`src/rtl/pulse_gen_multi.sv`:
```
// pulse_gen_multi: multi-channel pulse/PWM generator.
//   One shared free-running period counter, 0..T. T is the active terminal, and each period
//   lasts T+1 cycles. Each channel drives a registered pulse while CNT lies inside its
//   [LO,HI] window. A channel runs either continuously or as a one-shot.
//   Period and channel config are double-buffered. New values are written to a staged copy,
//   and the active copy is loaded only at a wrap, so a period never sees a config change.
//
// Ports (pulse_gen_multi):
//   clk_i       clock, all logic on posedge
//   rst_i       asynchronous active-high reset
//   en_i        1 = run; 0 = counter cleared, pulses low
//   period_i    next terminal value, sampled at wrap
//   cfg_we_i    write staged cfg of channel cfg_ch_i (out-of-range index ignored)
//   cfg_ch_i    channel index
//   cfg_lo_i    window start (inclusive)
//   cfg_hi_i    window end (inclusive)
//   cfg_mode_i  0 = continuous, 1 = one-shot
//   trig_i      arm all idle one-shot channels
//   cnt_o       current counter value
//   wrap_o      1-cycle strobe, high the cycle after CNT==T
//   pulse_o     registered channel outputs

// pulse_gen_ch: one channel. Holds the staged and active cfg, the one-shot FSM and the
// pulse register.
//   live_i  counter was running last cycle, so cnt_i is a real period position
//   load_i  period boundary: the wrap, or the first cycle after EN rises
module pulse_gen_ch #(
    parameter int CNT_W = 11
) (
    input  logic             clk_i,
    input  logic             rst_i,
    input  logic             en_i,
    input  logic             live_i,
    input  logic             load_i,
    input  logic [CNT_W-1:0] cnt_i,
    input  logic             we_i,
    input  logic [CNT_W-1:0] lo_i,
    input  logic [CNT_W-1:0] hi_i,
    input  logic             mode_i,
    input  logic             trig_i,
    output logic             pulse_o
);
    typedef struct packed {
        logic [CNT_W-1:0] lo;
        logic [CNT_W-1:0] hi;
        logic             mode;
    } cfg_t;

    typedef enum logic [1:0] {IDLE, ARMED, FIRING} os_state_t;

    cfg_t      stg_q, act_q;
    os_state_t state_q, state_d;
    logic      pulse_q, pulse_d;
    logic      run;

    // Continuous channels and EN=0 hold the FSM in IDLE. A switch from continuous to
    // one-shot therefore always starts from IDLE.
    always_comb begin
        state_d = state_q;
        if (!en_i || !act_q.mode) begin
            state_d = IDLE;
        end else begin
            case (state_q)
                IDLE:    if (trig_i) state_d = ARMED;
                ARMED:   if (load_i) state_d = FIRING;
                FIRING:  if (load_i) state_d = IDLE;
                default: state_d = IDLE;
            endcase
        end
    end

    assign run     = act_q.mode ? (state_q == FIRING) : 1'b1;
    assign pulse_d = en_i && live_i && run && (act_q.lo <= cnt_i) && (cnt_i <= act_q.hi);

    always_ff @(posedge clk_i or posedge rst_i) begin
        if (rst_i) begin
            stg_q   <= '0;
            act_q   <= '0;
            state_q <= IDLE;
            pulse_q <= 1'b0;
        end else begin
            // The active copy takes the pre-edge staged value. A write in the same cycle
            // lands in staged and waits for the next boundary.
            if (load_i) act_q <= stg_q;
            if (we_i)   stg_q <= '{lo: lo_i, hi: hi_i, mode: mode_i};
            state_q <= state_d;
            pulse_q <= pulse_d;
        end
    end

    assign pulse_o = pulse_q;
endmodule

module pulse_gen_multi #(
    parameter int CNT_W      = 11,
    parameter int NUM_CH     = 2,
    parameter int DEF_PERIOD = 800,
    localparam int CH_W      = (NUM_CH > 1) ? $clog2(NUM_CH) : 1
) (
    input  logic              clk_i,
    input  logic              rst_i,
    input  logic              en_i,
    input  logic [CNT_W-1:0]  period_i,
    input  logic              cfg_we_i,
    input  logic [CH_W-1:0]   cfg_ch_i,
    input  logic [CNT_W-1:0]  cfg_lo_i,
    input  logic [CNT_W-1:0]  cfg_hi_i,
    input  logic              cfg_mode_i,
    input  logic              trig_i,
    output logic [CNT_W-1:0]  cnt_o,
    output logic              wrap_o,
    output logic [NUM_CH-1:0] pulse_o
);
    logic [CNT_W-1:0] cnt_q, cnt_d, term_q;
    logic             live_q, wrap_q;
    logic             load;

    // live_q resets to 1 so that the first period after reset runs with DEF_PERIOD and
    // the reset cfg. A later rising EN finds live_q=0 and takes a load cycle first.
    assign load = en_i && (!live_q || (cnt_q == term_q));

    always_comb begin
        cnt_d = cnt_q + CNT_W'(1);
        if (!en_i || load) cnt_d = '0;
    end

    always_ff @(posedge clk_i or posedge rst_i) begin
        if (rst_i) begin
            cnt_q  <= '0;
            term_q <= CNT_W'(DEF_PERIOD);
            live_q <= 1'b1;
            wrap_q <= 1'b0;
        end else begin
            cnt_q  <= cnt_d;
            if (load) term_q <= period_i;
            live_q <= en_i;
            // The startup load after a rising EN does not end a period, so it raises no strobe.
            wrap_q <= load && live_q;
        end
    end

    for (genvar i = 0; i < NUM_CH; i++) begin : g_ch
        pulse_gen_ch #(.CNT_W(CNT_W)) u_ch (
            .clk_i   (clk_i),
            .rst_i   (rst_i),
            .en_i    (en_i),
            .live_i  (live_q),
            .load_i  (load),
            .cnt_i   (cnt_q),
            .we_i    (cfg_we_i && (cfg_ch_i == CH_W'(i))),
            .lo_i    (cfg_lo_i),
            .hi_i    (cfg_hi_i),
            .mode_i  (cfg_mode_i),
            .trig_i  (trig_i),
            .pulse_o (pulse_o[i])
        );
    end

    assign cnt_o  = cnt_q;
    assign wrap_o = wrap_q;
endmodule

```
`config.mk`:
```
export PLATFORM = sky130hd
export DESIGN_NAME = pulse_gen_multi
export DESIGN_NICKNAME = d
export VERILOG_FILES = /design/src/rtl/pulse_gen_multi.sv
export SDC_FILE = /design/constraint.sdc
export NUM_CORES = 1
export LEC_CHECK = 0
export ABC_CLOCK_PERIOD_IN_PS = 6150
export CELL_PAD_IN_SITES_DETAIL_PLACEMENT = 0
export CELL_PAD_IN_SITES_GLOBAL_PLACEMENT = 1
export CORE_ASPECT_RATIO = 1.25
export CORE_MARGIN = 1.5
export CORE_UTILIZATION = 37
export DETAILED_ROUTE_END_ITERATION = 12
export GPL_ROUTABILITY_DRIVEN = 1
export GPL_TIMING_DRIVEN = 0
export MAX_ROUTING_LAYER = met4
export PLACE_DENSITY = 0.65
export SYNTH_ARGS = -nofsm -noshare
export SYNTH_HDL_FRONTEND = slang
export SYNTH_SLANG_ARGS = --single-unit
```
`constraint.sdc`:
```
create_clock -name clk_i -period 6.15 [get_ports clk_i]
set_clock_uncertainty 0.2 [all_clocks]
set_input_delay 1.23 -clock clk_i [delete_from_list [all_inputs] [get_ports clk_i]]
set_output_delay 1.23 -clock clk_i [all_outputs]
set_load 0.02 [all_outputs]
```
==> flow_summary.ini, run 1 <==
[pwr]
finalPower_w = 0.002471
power_per_cell_area_nw_per_um2 = 333.0
comb_power_share = 0.171
power_frac_clock = 0.414
p_leak_nw = 3.314
p_sw_frac = 0.2465
irDropWorstVdd_uv = 174.2
intPower_w = 0.001862
power.switching_w = 0.0006089
p_seq_frac = 0.415

[drt]
drc = 0
wl_met1_um = 5903
via_per_inst = 4.903
met2_length_um = 6215
drt-total-wl_um = 12920
drt_iter0_drc = 170
wl_met3_um = 495
vias = 3731
postRouteAntennaNets = 0
firstDrtPassIters = 6
wire_per_inst_um = 16.97
highest_layer = met4

[place]
dp_cells = 729
dpl.hpwl_um = 9428
port-buffer-count = 53
gp_congestion = 0.8284

[worst_setup_path]
cp_top_family = buffers and inverters
arrival_ns = 1.75
critPathKind = reg -> out
cp_cell_sequence = clkdlybuf4s50_1
reg2reg_depth = 7
crit_buf_inv = 1
cp-start-kind = register
max_stage_delay_ns = 0.70
critPathSlowestCell = clkdlybuf4s50_1
end_kind = output pin
crit_fanout = 9
crit_required_ns = 4.72
cp_num_cells = 1

[cts]
ctsHoldBuffers = 0
htreeDepth = 4
clockBufferDepth = 2
path_clk_slew_ns = 0.06
cts_resized = 0
cts-root-buf = clkbuf_16
clock-sinks = 122
post_cts_buffers = 0
clock_latency_ns = 0.42
cts_made_buffers = 17
cts_tree = yes

[global_route]
grt_overflow_total = 0
grt_pass1_vias = 3938
grt_usage = 0.1717
grt_pass1_wl_um = 20950
antenna_found_initial = 0
grt_max_degree = 68

[finish]
area_growth_pct = 23.98
n_antenna_cell = 0
multiInputGateArea_um2 = 2673
final_net_count = 621
drive_above_1_share = 0.2769
n_fill_cell = 1483
seq_area_um2 = 3058
layout.cells.non_filler = 761

[synth]
synthFlopType = dfrtp_1
yosysTopAreaCell = dfrtp_1
ys_ff_latch = 122
synth_nets = 548
synth_area_um2 = 5984
synth_cells = 463
ys_types = 38
ys_warn_count = 0
synth_edf_count = 0
synth_top_area_share = 0.4934
async_flop_share = 1.000
synth.area.top_cells = dfrtp_1 (49%), mux2_2 (14%), ha_1 (9.4%)
avgSynthCellArea_um2 = 12.93
seq_area_frac_synth = 0.5110

[timing]
min_period_ns = 3.185
tightest_slew_ns = 0.8085
period_share = 0.5178
fmax_mhz = 314.0
maxSlewHeadroom = 0.4610
finalHoldViolCount = 0
slew_violations = 0
rsz0062_at_grt = false
setup_violations = 0
fin_hold_ws_ns = 0.2454
timing.setup.tns_ns = 0

[floorplan]
die_w_um = 116.8
num_io_pins = 54
dieHeight_um = 145.2
dieArea_um2 = 16950
core_um2 = 15700
initial_core_util = 0.3812
rows = 51

[run_status]
outcome = completed

[job]
cap_violations = 0

[hold_path]
worstHoldPathCells = 1
hold_path_class = reg -> reg
## state kept, by name, summed over array words and instances, names as in the netlist
signal	flops
live_q	1
g_ch.u_ch.stg_q	46
g_ch.u_ch.pulse_o	2
wrap_o	1
g_ch.u_ch.state_q	4
cnt_o	11
term_q	11
g_ch.u_ch.act_q	46
## synthesized netlist by cell type, drive strengths merged (3+ instances only)
library cell	n
nor4	5
o21ai	10
nand2	16
inv	41
nor3	3
xnor2	20
dfstp	4
nand4	9
buf	11
nand3	9
dfrtp	118
nor2	21
nor2b	4
a211oi	3
a21oi	17
clkbuf	4
ha	45
mux2	105
## metal layers
metal | track usage | vias up
met1 | 0.2140 | 1867
met3 | 0.05096 | 23
met5 | - | -
met4 | 0.06687 | 0
li1 | - | 1768
met2 | 0.2614 | 73
## cell usage in the layout, fill, tap and decap left out, types with 2 or more instances in the layout
cell / count
a211oi_1: 3
a21oi_1: 17
and4_1: 2
buf_1: 2
buf_2: 2
buf_4: 3
buf_6: 4
bufinv_16: 3
clkbuf_1: 7
clkbuf_16: 17
clkbuf_8: 4
clkdlybuf4s50_1: 53
clkinv_2: 5
dfrtp_1: 118
dfstp_2: 4
ha_1: 45
inv_1: 40
mux2_2: 75
mux2_4: 30
mux2i_1: 2
nand2_1: 15
nand2b_1: 2
nand3_1: 9
nand4_1: 9
nor2_1: 21
nor2b_1: 4
nor3_1: 3
nor4_1: 5
o21ai_0: 10
xnor2_1: 20
## cells by family after synthesis
kind of cell,Yosys count,synth area share
muxes,107,0.2197
DFF,122,0.5110
xor gates and xnor gates,20,0.02927
and+or+nand+nor,72,0.05896
adders and majority gates,45,0.09408
buffers and inverters,56,0.04244
AOI/OAI and AO/OA,41,0.04454
## power by group through the flow
stage / Clock [W] / Combinational [W] / Sequential, W
after global placement: 0 / 0.000409 / 0.00104
after global routing: 0.00108 / 0.000479 / 0.00104
after CTS: 0.00104 / 0.000428 / 0.00103
after detailed placement: 0 / 0.000425 / 0.00104
after floorplan: 0 / 0.000323 / 0.00101
final: 0.00102 / 0.000423 / 0.00103
## final cells by class
cell class                 instances  area share
clock buffer                      24     0.06627
clock inverter                     8     0.01551
inverter                          41     0.02142
buffer                            15     0.01349
multi-input combinational        285      0.3602
sequential                       122      0.4121
tap                              212     0.03575
timing repair buffer              54     0.07521
## through the flow
| step | setup slack [ns] | instance area (um2) | utilization |
|---|---|---|---|
| after floorplan | 1.484 | 5984 | - |
| after global placement | -0.1986 | 6780 | 0.4319 |
| after detailed placement | 2.613 | 6813 | 0.4340 |
| after CTS | 2.915 | 7420 | 0.4727 |
| after global routing | 2.896 | 7420 | 0.4727 |
| final | 2.965 | 7420 | 0.4727 |
## worst paths after layout
kind	from	to	slack, ns
hold reg to reg	g_ch[0].u_ch.state_q[1]	g_ch[0].u_ch.state_q[0]	0.25
setup reg to reg	cnt_o[8]	g_ch[0].u_ch.act_q[13]	3.54
setup / recovery	cnt_o[0]	cnt_o[0]	2.97
min in group asynchronous	rst_i	g_ch[1].u_ch.act_q[5]	1.02
hold / removal	g_ch[0].u_ch.state_q[1]	g_ch[0].u_ch.state_q[0]	0.25
max in group asynchronous	rst_i	term_q[5]	3.98
(Power assumes the default switching activity.)
==> run 2: changes to the inputs <==
- ABC_CLOCK_PERIOD_IN_PS: 6150 -> 2950
- clock period: 6.15 -> 2.95 ns (I/O delays scaled with it)
==> flow_summary.ini, run 2 (same netlist as run 1, synthesis figures left out) <==
[worst_setup_path]
max_stage_delay_ns = 0.61
cp_cell_sequence = xnor2_1 -> nand4_1 -> o31ai_4 -> nand2_2 -> buf_6 -> buf_6 -> mux2_4
crit_required_ns = 3.06
end_kind = register
critPathSlowestCell = dfrtp_1
cp-start-kind = register
critPathKind = reg -> reg
reg2reg_slack_ns = 0.36
arrival_ns = 2.69
crit_fanout = 10
crit_top_cell = buf_6

[floorplan]
dieArea_um2 = 16950
num_io_pins = 54
core_um2 = 15700
rows = 51
dieHeight_um = 145.2
die_w_um = 116.8
initial_core_util = 0.3812

[global_route]
antenna_found_initial = 0
grt_pass1_wl_um = 21010
grt_pass1_vias = 4028
grt_usage = 0.1695
grt_max_degree = 44
grt_overflow_total = 0

[pwr]
irDropWorstVdd_uv = 380.6
finalPower_w = 0.005112
power_per_cell_area_nw_per_um2 = 688.4
p_leak_nw = 3.299

[timing]
fmax_mhz = 386.8
timing.setup.tns_ns = 0
rsz0062_at_grt = false
tightest_slew_ns = 0.8768
min_period_ns = 2.585
period_share = 0.8764
slew_violations = 0
finalHoldViolCount = 0
maxSlewHeadroom = 0.4142
setup_violations = 0

[drt]
vias = 3751
drt_iter0_drc = 137
wire_per_inst_um = 16.50
via_per_inst = 4.929
drc = 0
firstDrtPassIters = 4
drt-total-wl_um = 12550
postRouteAntennaNets = 0

[cts]
cts_tree = yes
cts_resized = 0
clock_latency_ns = 0.42
cts-root-buf = clkbuf_16
ctsHoldBuffers = 0
clock-sinks = 122
clockBufferDepth = 2
cts_made_buffers = 17
htreeDepth = 4
post_cts_buffers = 0
path_clk_slew_ns = 0.06

[run_status]
outcome = completed

[finish]
drive_above_1_share = 0.2823
n_fill_cell = 1481
area_growth_pct = 24.09
seq_area_um2 = 3058
layout_common_cells = dfrtp_1 (118), mux2_2 (75), clkdlybuf4s50_1 (53), ha_1 (45), inv_1 (40)
reg_top3 = g_ch.u_ch.act_q: 46 flops, g_ch.u_ch.stg_q: 46 flops
final_net_count = 622
n_antenna_cell = 0
fin_util = 0.4731
final_common_cell = dfrtp_1
multiInputGateArea_um2 = 2673

[place]
port-buffer-count = 53
dpl.hpwl_um = 9367
gp_congestion = 0.7909

[job]
cap_violations = 0

[hold_path]
hold_path_class = reg -> reg
## run 2: critical path: cells and delay by family (launching register included)
kind            cells  cell delay [ns]
simple gates        2             0.42
compound gates      1             0.39
buf+inv             2             0.36
flops               1             0.61
xor+xnor            1             0.18
mux                 1             0.31
## run 2: report_power, final
group / internal (W) / total, W / switching (W)
clock: 0.00136 / 0.00210 / 0.000744
combinational: 0.000510 / 0.000871 / 0.000360
sequential: 0.00196 / 0.00214 / 0.000177
total: 0.00383 / 0.00511 / 0.00128
## run 2: final cells by class
type | instances | area share
multi-input cells | 285 | 0.3599
clock inverters | 12 | 0.02005
flip-flops and latches | 122 | 0.4118
well taps | 212 | 0.03572
inverters | 41 | 0.02123
clock buffers | 19 | 0.06099
plain buffers | 15 | 0.01348
repair buffers | 55 | 0.07683
## run 2: worst paths after layout
| check | start | endpoint | cells past startpoint |
|---|---|---|---|
| worst max-delay path | cnt_o[8] | g_ch[0].u_ch.act_q[14] | 7 |
| worst min-delay path | g_ch[1].u_ch.state_q[1] | g_ch[1].u_ch.state_q[0] | 1 |
| worst max register to register | cnt_o[8] | g_ch[0].u_ch.act_q[14] | 7 |
| worst min register to register | g_ch[1].u_ch.state_q[1] | g_ch[1].u_ch.state_q[0] | 1 |
| max in group asynchronous | rst_i | live_q | 4 |
| min in group asynchronous | rst_i | g_ch[0].u_ch.stg_q[5] | 2 |
## run 2: through the flow
stage | setup WS, ns | area [um2] | cells | hold WS, ns
after detailed placement | 0.08328 | 6824 | 730 | 0.2524
after CTS | 0.3614 | 7426 | 761 | 0.2558
final | 0.3646 | 7426 | 761 | 0.2550
after floorplan | 0.6659 | 5988 | 463 | 0.2228
after global routing | 0.2437 | 7426 | 761 | 0.2737
after global placement | -0.4282 | 6784 | 728 | 0.2330
## run 2: metal layers
layer / global-route usage / wire, um / vias up
met1: 0.2136 / 5721 / 1885
li1: - / - / 1776
met3: 0.04720 / 498 / 22
met4: 0.06807 / 263 / 0
met5: - / 0 / -
met2: 0.2567 / 6070 / 68
